--- config.mk ---
export PLATFORM = sky130hd
export DESIGN_NAME = seq_alu
export DESIGN_NICKNAME = d
export VERILOG_FILES = /design/src/rtl/seq_alu.sv
export SDC_FILE = /design/constraint.sdc
export NUM_CORES = 1
export LEC_CHECK = 0
export ABC_AREA = 1
export CORE_MARGIN = 1.5
export CORE_UTILIZATION = 55
export CTS_CLUSTER_SIZE = 20
export DETAILED_ROUTE_END_ITERATION = 8
export DONT_BUFFER_PORTS = 1
export PLACE_DENSITY = 0.7
export SLEW_MARGIN = 10
export SYNTH_ARGS = -nofsm -noshare
export SYNTH_HDL_FRONTEND = slang
export SYNTH_SLANG_ARGS = --single-unit
export TNS_END_PERCENT = 1
--- constraint.sdc ---
create_clock -name clk_i -period 3 [get_ports clk_i]
set_clock_uncertainty 0.05 [all_clocks]
set_input_delay 0.15 -clock clk_i [delete_from_list [all_inputs] [get_ports clk_i]]
set_output_delay 0.15 -clock clk_i [all_outputs]
set_load 0.005 [all_outputs]
--- src/rtl/seq_alu.sv ---
// seq_alu -- handshaked WIDTH-bit ALU with registered result and status flags.
//
// Single-cycle ops (ADD, SUB, logic, shifts, compares) complete one cycle
// after the accept edge. MUL (shift-add) and DIVU/REMU (restoring division)
// iterate one bit per cycle and complete WIDTH+1 cycles after acceptance.
//
// Ports:
//   clk_i     clock, all state on rising edge
//   rstn_i    asynchronous active-low reset
//   a_i, b_i  operands (WIDTH bits); shift amount is b_i[$clog2(WIDTH)-1:0]
//   op_i      opcode: 0 ADD 1 SUB 2 AND 3 OR 4 XOR 5 NOR 6 SLL 7 SRL 8 SRA
//             9 SLT 10 SLTU 11 MUL 12 DIVU 13 REMU, 14-15 invalid
//   valid_i   request valid          ready_o  request can be accepted
//   result_o  registered result      zero_o   result_o == 0
//   carry_o   ADD carry / SUB no-borrow
//   ovf_o     ADD/SUB signed overflow
//   dbz_o     DIVU/REMU with b == 0  invalid  opcode 14 or 15
//   valid_o   result valid           ready_i  consumer accepts result
module seq_alu #(
  parameter int WIDTH = 8
) (
  input  logic             clk_i,
  input  logic             rstn_i,
  input  logic [WIDTH-1:0] a_i,
  input  logic [WIDTH-1:0] b_i,
  input  logic [3:0]       op_i,
  input  logic             valid_i,
  output logic             ready_o,
  output logic [WIDTH-1:0] result_o,
  output logic             zero_o,
  output logic             carry_o,
  output logic             ovf_o,
  output logic             dbz_o,
  output logic             invalid,
  output logic             valid_o,
  input  logic             ready_i
);

  localparam int CW = $clog2(WIDTH);
  localparam logic [CW-1:0] CNT_LAST = CW'(WIDTH - 1);
  localparam logic [CW-1:0] CNT_ONE  = {{(CW-1){1'b0}}, 1'b1};

  localparam logic [3:0] OP_ADD  = 4'd0;
  localparam logic [3:0] OP_SUB  = 4'd1;
  localparam logic [3:0] OP_AND  = 4'd2;
  localparam logic [3:0] OP_OR   = 4'd3;
  localparam logic [3:0] OP_XOR  = 4'd4;
  localparam logic [3:0] OP_NOR  = 4'd5;
  localparam logic [3:0] OP_SLL  = 4'd6;
  localparam logic [3:0] OP_SRL  = 4'd7;
  localparam logic [3:0] OP_SRA  = 4'd8;
  localparam logic [3:0] OP_SLT  = 4'd9;
  localparam logic [3:0] OP_SLTU = 4'd10;
  localparam logic [3:0] OP_MUL  = 4'd11;
  localparam logic [3:0] OP_DIVU = 4'd12;
  localparam logic [3:0] OP_REMU = 4'd13;

  typedef enum logic [1:0] {
    S_IDLE = 2'd0,
    S_BUSY = 2'd1,
    S_DONE = 2'd2
  } state_t;

  state_t           state_r, state_nx_s;
  logic [CW-1:0]    cnt_r;
  logic [3:0]       op_r;
  logic [WIDTH-1:0] a_r;      // MUL: multiplicand, shifted left each step
  logic [WIDTH-1:0] b_r;      // divisor (kept for dbz)
  logic [WIDTH-1:0] acc_r;    // MUL: partial product, DIV: partial remainder
  logic [WIDTH-1:0] quo_r;    // MUL: multiplier (shifts right), DIV: dividend->quotient

  logic             accept_s;
  logic             multi_s;
  logic [CW-1:0]    sh_s;
  logic [WIDTH:0]   sum_s;
  logic [WIDTH:0]   diff_s;
  logic [WIDTH-1:0] sc_res_s;
  logic             sc_carry_s;
  logic             sc_ovf_s;
  logic             sc_inv_s;

  logic [WIDTH-1:0] mul_acc_nx_s;
  logic [WIDTH:0]   div_sh_s;
  logic [WIDTH:0]   div_trial_s;
  logic [WIDTH-1:0] div_rem_nx_s;
  logic [WIDTH-1:0] div_quo_nx_s;
  logic [WIDTH-1:0] fin_res_s;

  // ready_o is held low during reset so nothing is accepted before release
  assign ready_o  = rstn_i & ((state_r == S_IDLE) | ((state_r == S_DONE) & ready_i));
  assign accept_s = valid_i & ready_o;
  assign multi_s  = (op_i == OP_MUL) | (op_i == OP_DIVU) | (op_i == OP_REMU);
  assign valid_o  = (state_r == S_DONE);
  assign sh_s     = b_i[CW-1:0];
  assign sum_s    = {1'b0, a_i} + {1'b0, b_i};
  assign diff_s   = {1'b0, a_i} - {1'b0, b_i};

  // Single-cycle result and flags, computed straight from the request inputs
  always_comb begin
    sc_res_s   = {WIDTH{1'b0}};
    sc_carry_s = 1'b0;
    sc_ovf_s   = 1'b0;
    sc_inv_s   = 1'b0;
    case (op_i)
      OP_ADD: begin
        sc_res_s   = sum_s[WIDTH-1:0];
        sc_carry_s = sum_s[WIDTH];
        sc_ovf_s   = (a_i[WIDTH-1] == b_i[WIDTH-1]) & (sum_s[WIDTH-1] != a_i[WIDTH-1]);
      end
      OP_SUB: begin
        sc_res_s   = diff_s[WIDTH-1:0];
        sc_carry_s = ~diff_s[WIDTH];
        sc_ovf_s   = (a_i[WIDTH-1] != b_i[WIDTH-1]) & (diff_s[WIDTH-1] != a_i[WIDTH-1]);
      end
      OP_AND:  sc_res_s = a_i & b_i;
      OP_OR:   sc_res_s = a_i | b_i;
      OP_XOR:  sc_res_s = a_i ^ b_i;
      OP_NOR:  sc_res_s = ~(a_i | b_i);
      OP_SLL:  sc_res_s = a_i << sh_s;
      OP_SRL:  sc_res_s = a_i >> sh_s;
      OP_SRA:  sc_res_s = $signed(a_i) >>> sh_s;
      OP_SLT:  sc_res_s = {{(WIDTH-1){1'b0}}, ($signed(a_i) < $signed(b_i))};
      OP_SLTU: sc_res_s = {{(WIDTH-1){1'b0}}, (a_i < b_i)};
      OP_MUL, OP_DIVU, OP_REMU: sc_res_s = {WIDTH{1'b0}};
      default: sc_inv_s = 1'b1;
    endcase
  end

  // One iteration of shift-add multiply and restoring divide
  always_comb begin
    if (quo_r[0]) begin
      mul_acc_nx_s = acc_r + a_r;
    end else begin
      mul_acc_nx_s = acc_r;
    end
    div_sh_s    = {acc_r, quo_r[WIDTH-1]};
    div_trial_s = div_sh_s - {1'b0, b_r};
    // No borrow means the divisor fits: keep the difference, quotient bit 1.
    // With b == 0 this always succeeds, giving all-ones quotient and rem = a.
    if (!div_trial_s[WIDTH]) begin
      div_rem_nx_s = div_trial_s[WIDTH-1:0];
      div_quo_nx_s = {quo_r[WIDTH-2:0], 1'b1};
    end else begin
      div_rem_nx_s = div_sh_s[WIDTH-1:0];
      div_quo_nx_s = {quo_r[WIDTH-2:0], 1'b0};
    end
    case (op_r)
      OP_MUL:  fin_res_s = mul_acc_nx_s;
      OP_DIVU: fin_res_s = div_quo_nx_s;
      default: fin_res_s = div_rem_nx_s;
    endcase
  end

  // FSM state register
  always_ff @(posedge clk_i or negedge rstn_i) begin
    if (!rstn_i) begin
      state_r <= S_IDLE;
    end else begin
      state_r <= state_nx_s;
    end
  end

  // FSM next-state logic
  always_comb begin
    state_nx_s = state_r;
    case (state_r)
      S_IDLE, S_DONE: begin
        if (accept_s) begin
          if (multi_s) begin
            state_nx_s = S_BUSY;
          end else begin
            state_nx_s = S_DONE;
          end
        end else if ((state_r == S_DONE) && !ready_i) begin
          state_nx_s = S_DONE;
        end else begin
          state_nx_s = S_IDLE;
        end
      end
      S_BUSY: begin
        if (cnt_r == CNT_LAST) begin
          state_nx_s = S_DONE;
        end else begin
          state_nx_s = S_BUSY;
        end
      end
      default: state_nx_s = S_IDLE;
    endcase
  end

  // Operand capture, iteration datapath and registered result/flags
  always_ff @(posedge clk_i or negedge rstn_i) begin
    if (!rstn_i) begin
      cnt_r    <= {CW{1'b0}};
      op_r     <= 4'd0;
      a_r      <= {WIDTH{1'b0}};
      b_r      <= {WIDTH{1'b0}};
      acc_r    <= {WIDTH{1'b0}};
      quo_r    <= {WIDTH{1'b0}};
      result_o <= {WIDTH{1'b0}};
      zero_o   <= 1'b0;
      carry_o  <= 1'b0;
      ovf_o    <= 1'b0;
      dbz_o    <= 1'b0;
      invalid  <= 1'b0;
    end else if (accept_s) begin
      op_r  <= op_i;
      a_r   <= a_i;
      b_r   <= b_i;
      cnt_r <= {CW{1'b0}};
      acc_r <= {WIDTH{1'b0}};
      if (op_i == OP_MUL) begin
        quo_r <= b_i;
      end else begin
        quo_r <= a_i;
      end
      if (!multi_s) begin
        result_o <= sc_res_s;
        zero_o   <= (sc_res_s == {WIDTH{1'b0}});
        carry_o  <= sc_carry_s;
        ovf_o    <= sc_ovf_s;
        dbz_o    <= 1'b0;
        invalid  <= sc_inv_s;
      end
    end else if (state_r == S_BUSY) begin
      cnt_r <= cnt_r + CNT_ONE;
      if (op_r == OP_MUL) begin
        acc_r <= mul_acc_nx_s;
        a_r   <= {a_r[WIDTH-2:0], 1'b0};
        quo_r <= {1'b0, quo_r[WIDTH-1:1]};
      end else begin
        acc_r <= div_rem_nx_s;
        quo_r <= div_quo_nx_s;
      end
      // Last iteration: the result goes straight from the step logic to the output
      if (cnt_r == CNT_LAST) begin
        result_o <= fin_res_s;
        zero_o   <= (fin_res_s == {WIDTH{1'b0}});
        carry_o  <= 1'b0;
        ovf_o    <= 1'b0;
        dbz_o    <= (op_r != OP_MUL) && (b_r == {WIDTH{1'b0}});
        invalid  <= 1'b0;
      end
    end
  end

endmodule

## Yosys cells after proc, flatten, opt, wreduce, memory -nomap -nowiden

Index checks and enable logic that the tools add are counted.

| word-level totals | value |
|---|---|
| flip-flop bits (word level) | 54 |
| bits of input ports | 24 |
| output and inout bits | 15 |
| word-level logic and storage cells | 120 |

| cells by class | value |
|---|---|
| add/sub/neg operators | 5 |
| $lt $le $gt $ge | 2 |
| eq/ne operators | 24 |
| shift-type cells | 3 |
| mux-type cells | 45 |
| bitwise operators | 13 |
| reduce and logical (&&, ||, !) cells | 15 |

Operator list:

| kind | number |
|---|---|
| 2-to-1 mux 8 bit | 16 |
| one-hot mux 8 bit (11 select lines) | 1 |
| equality test 4 bit (second input constant) | 8 |
| zero test 8 bit | 3 |
| 2-to-1 mux 1 bit | 18 |
| equality test 4 x 3 -> 1 bit (second input constant) | 4 |
| less-than comparator 8 bit | 2 |
| one-hot mux 8 bit (2 select lines) | 1 |
| OR reduction 14 bit | 1 |
| adder 8 x 8 -> 9 bit | 1 |
| subtractor 8 x 8 -> 9 bit | 1 |
| subtractor 9 x 8 -> 9 bit | 1 |
| adder 8 bit | 1 |
| AND 8 bit | 1 |
| equality test 4 x 2 -> 1 bit (second input constant) | 2 |
| 2-to-1 mux 2 bit | 4 |
| NOT 8 bit | 1 |
| bitwise OR 8 bit | 1 |
| << shifter 8 x 3 -> 8 bit | 1 |
| right shift 8 x 3 -> 8 bit | 1 |
| >>> shifter 8 x 3 -> 8 bit | 1 |
| XOR 8 bit | 1 |
| 2-to-1 mux 3 bit | 2 |
| nonzero test 2 bit | 3 |
| 21 further kinds | 31 |

## Depth between registers and ports, before layout

| depth | value |
|---|---|
| word-level depth | 7 |
| depth in mapped cells | 21 |
| depth with buffers taken out | 21 |

## Worst setup path after synthesis

No wires, ideal clock.

| path | value |
|---|---|
| path type | register to register |
| start | register quo_r[7] |
| end | register zero_o |
| setup time | 0.117 ns |
| arrival | 2.091 ns |
| data required time | 2.833 ns |
| slack | 0.743 ns |
| stages on the path, launching flop included | 21 |
| clock period less this slack | 2.257 ns |
| path through | dfrtp_1 inv_1 ha_1 inv_1 fa_1 nand3_1 nand3_1 nand2_1 nand2_1 nand2_1 nand2_2 nand2_1 nand3_1 nand2_1 inv_1 nand2_1 nor2_1 nand3_1 nand2_1 nand2_1 nand2_1 |

| between the ends | value |
|---|---|
| cells in the longest elaborated chain, start to end | 7 |
| elaborated cells between the ends (all ways) | 8 |
| classes of those cells | add/sub (1); mux (6); reduce/logical (1) |

Ends and longest elaborated chain:

| what | line | text |
|---|---|---|
| from (decl) | 70 | `logic [WIDTH-1:0] quo_r;` |
| from (signal assigned) | 199 | `quo_r <= {WIDTH{1'b0}};` |
| from (signal assigned) | 213 | `quo_r <= b_i;` |
| from (signal assigned) | 215 | `quo_r <= a_i;` |
| subtractor 9 x 8 -> 9 bit | 137 | `div_trial_s = div_sh_s - {1'b0, b_r};` |
| 2-to-1 mux 8 bit or 2-to-1 mux 1 bit (tied branches) | 140 | `if (!div_trial_s[WIDTH]) begin` |
| one-hot mux 8 bit (2 select lines) (*) | 147 | `case (op_r)` |
| zero test 8 bit (*) | 238 | `zero_o <= (fin_res_s == {WIDTH{1'b0}});` |
| 2-to-1 mux 1 bit (*) | 236 | `if (cnt_r == CNT_LAST) begin` |
| 2-to-1 mux 1 bit (*) | 225 | `end else if (state_r == S_BUSY) begin` |
| 2-to-1 mux 1 bit (*) | 206 | `end else if (accept_s) begin` |
| to (signal assigned) | 219 | `zero_o <= (sc_res_s == {WIDTH{1'b0}});` |
| to (signal assigned) | 238 |  |
| to (decl) | 30 | `output logic zero_o,` |

Mark *: on every way between the ends. The rest lies on a longest branch, timed or not. The select of a mux whose other input is x is not followed.
A chain may end at the register's enable or synchronous reset.

## Worst setup path in the final report

Same ends and word-level chain as after synthesis.

==> run_results.csv <==
group,metric,value,unit
outcome,status,"complete, no violations",
yosys,synthAdderAreaFrac,11.1,%
yosys,synth_compound_area_share,18.2,%
routing,drc,0,
routing,routed.top_layer,"met4",
yosys,syn_avg_cell_area,6.20,um^2
routing,wl_per_cell,17.9,um
yosys,synth_top_area_share,24.8,%
cts,cts_buffer_depth,2,
yosys,synthSimpleGateAreaFrac,35.0,%
yosys,syn_nets,947,
floorplan,die_area,10500,um^2
placement,hpwl,14200,um
timing,worst_slack,353,ps
global_routing,grt_usage,36.2,%
timing,period_needed,2650,ps
timing,whs,7.80,ps
yosys,synth_common_cells,"nand2_1, inv_1, nor2_1, nand3_1, o21ai_0",
timing,slew_headroom,60.7,%
layout,final_cell_count_no_fill,1018,
job,cap_violations,0,
routing,drt_iter0_markers,454,
global_routing,grt_remaining_overflow,0,
timing,fmax,378,MHz
yosys,synth_edf_count,0,
global_routing,grt_antenna_before_repair,0,
floorplan,core,9680,um^2
floorplan,die_h,102,um
placement,pre_cts_ws,439,ps
placement,numPortBuffers,0,
timing,post-route-period-util,88.2,%
critical_path,path_max_fanout,9,
routing,vias,6032,
layout,drive_gt1_share,4.07,%
hold_path,hold_path.class,"input port to register",
cts,cts_max_level,2,
layout,num-fill-cells,990,
critical_path,critPathArrivalTime,2870,ps
placement,place_area,5560,um^2
yosys,synth-xor-area-share,1.13,%
timing,maxSlewViolCount,0,
critical_path,crit_required,3220,ps
yosys,synth_area_leaders,"dfrtp_1, nand2_1, ha_1",
global_routing,grt_max_degree,55,
yosys,muxShareOfSynthArea,0,%
cts,path_clk_slew,100,ps
power_and_ir_drop,leakagePower,3.09,nW
layout,final_cell_area,5840,um^2
floorplan,start_util,56.2,%
timing,max_slew.worst_pin.slew,587,ps
power_and_ir_drop,powerDensity,726,nW/um^2
routing,ant_nets,0,
yosys,synth.distinct_cells,39,
yosys,synthCells,877,
yosys,synth_largest_area_cell,"dfrtp_1",
power_and_ir_drop,ir_drop,0.331,mV
power_and_ir_drop,power,4.24,mW
routing,wl_met2,8460,um
global_routing,grt_first_pass_wirelength,28700,um
timing,rsz0062_at_grt,"no",
yosys,syn_area,5440,um^2
floorplan,rows,36,
routing,wl_met1,7340,um
cts,clkSinkCount,54,
global_routing,grt_pass1_vias,5606,
floorplan,num_io_pins,39,
layout,area_growth_syn_to_layout,7.38,%
yosys,synthArstFlopShare,100,%
routing,via_per_inst,5.93,
critical_path,end_kind,"register",
routing,route.met3.wl,1150,um
cts,root_buffer,"clkbuf_8",
layout,antennaDiodeCount,0,
yosys,ys_warn_count,0,
timing,finalSetupViolations,0,
critical_path,path_class,"register to register",
cts,clock_latency,330,ps
routing,first_pass_iters,5,
layout,finish.net_count,954,
yosys,ys_seq_area_share,24.8,%
floorplan,dieWidth,102,um
yosys,synth_top_family_by_area,"simple AND/OR/NAND/NOR gates",
critical_path,cp-start-kind,"register",
cts,cts_made_buffers,5,
layout,fin_util,60.3,%
yosys,yosysMostFrequentCell,"nand2_1",
cts,postCtsResizedCells,0,
cts,cts_tree,"built",
cts,post_cts_buffers,0,
placement,place.gp.congestion,0.984,
timing,hold_viol,0,
routing,wirelength,18200,um
placement,post-place-cells,993,
yosys,yosys_register_bits,54,
timing,tns,0,ps
yosys,synth_flop_cell,"dfrtp_1",
-- worst max-delay path, stage by stage (launching register included) --
cell	delay, ps
dfrtp_1	370
inv_1	100
ha_1	180
inv_1	70
fa_1	400
nand3_1	110
nand3_1	120
nand2_1	120
nand2_1	90
nand2_1	130
nand2_2	150
o21ai_0	250
nor2_1	70
nor2_1	140
nand3_1	90
nand2_1	60
nand2_1	40
nand2_1	50
-- flip-flops by register name (all words and copies together), names as in the netlist --
name	flops
result_o	8
b_r	8
zero_o	1
invalid	1
cnt_r	3
a_r	8
acc_r	8
dbz_o	1
state_r	2
ovf_o	1
carry_o	1
op_r	4
quo_r	8
-- placed cells by master (no fill, tap or decap), types with 5 or more instances in the layout --
cell	n
a21oi_1	51
a22o_1	5
a31oi_1	9
buf_4	9
clkbuf_8	6
dfrtp_1	54
dlygate4sd3_1	16
ha_1	42
inv_1	101
inv_2	5
nand2_1	280
nand2_2	5
nand3_1	74
nand4_1	13
nor2_1	76
nor2_2	6
o211ai_1	6
o21a_1	5
o21ai_0	61
o21ai_1	5
o22ai_1	16
-- timing repair --
action	CTS	global route
hold endpoints to repair	68	0
setup endpoints to repair	0	0
hold buffers	17	0
-- logic make-up (layout without fill, tap and decap cells) --
family / Yosys count / count (layout)
compound gates: 173 / 173
xor+xnor: 7 / 7
fa+ha+maj: 46 / 46
buf+inv: 135 / 143
flops: 54 / 54
simple gates: 462 / 462
-- power by group --
group | switching, mW | internal (mW) | total (mW)
sequential | 0.277 | 0.992 | 1.27
clock | 0.257 | 0.191 | 0.448
combinational | 1.62 | 0.910 | 2.53
-- layer usage --
| layer | vias up | global-route usage (%) |
|---|---|---|
| li1 | 2904 | - |
| met3 | 70 | 4.24 |
| met2 | 289 | 59.1 |
| met4 | 0 | 23.6 |
| met1 | 2769 | 45.2 |
| met5 | - | 0 |
-- path summary, 6_finish.rpt --
kind	from	endpoint	slack (ps)	cells past startpoint
setup / recovery	quo_r[7]$_DFFE_PN0P_	zero_o$_DFFE_PN0P_	350	17
setup reg to reg	quo_r[7]$_DFFE_PN0P_	zero_o$_DFFE_PN0P_	350	17
min in group asynchronous	rstn_i	acc_r[7]$_DFFE_PN0P_	340	2
hold / removal	b_i[3]	b_r[3]$_DFFE_PN0P_	8	2
hold reg to reg	cnt_r[0]$_DFFE_PN0P_	cnt_r[0]$_DFFE_PN0P_	440	1
max in group asynchronous	rstn_i	b_r[1]$_DFFE_PN0P_	2310	2
-- final cells by class --
cell class,instances,area (um^2),share of cell area (%)
Timing Repair Buffer,26,255,4.37
Inverter,109,409,7.00
Multi-Input combinational cell,688,3560,61.0
Sequential cell,54,1350,23.1
Clock buffer,7,86.3,1.48
Clock inverter,1,8.76,0.150
Tap cell,133,166,2.85
Note: power is estimated with default switching activity, not from simulation.
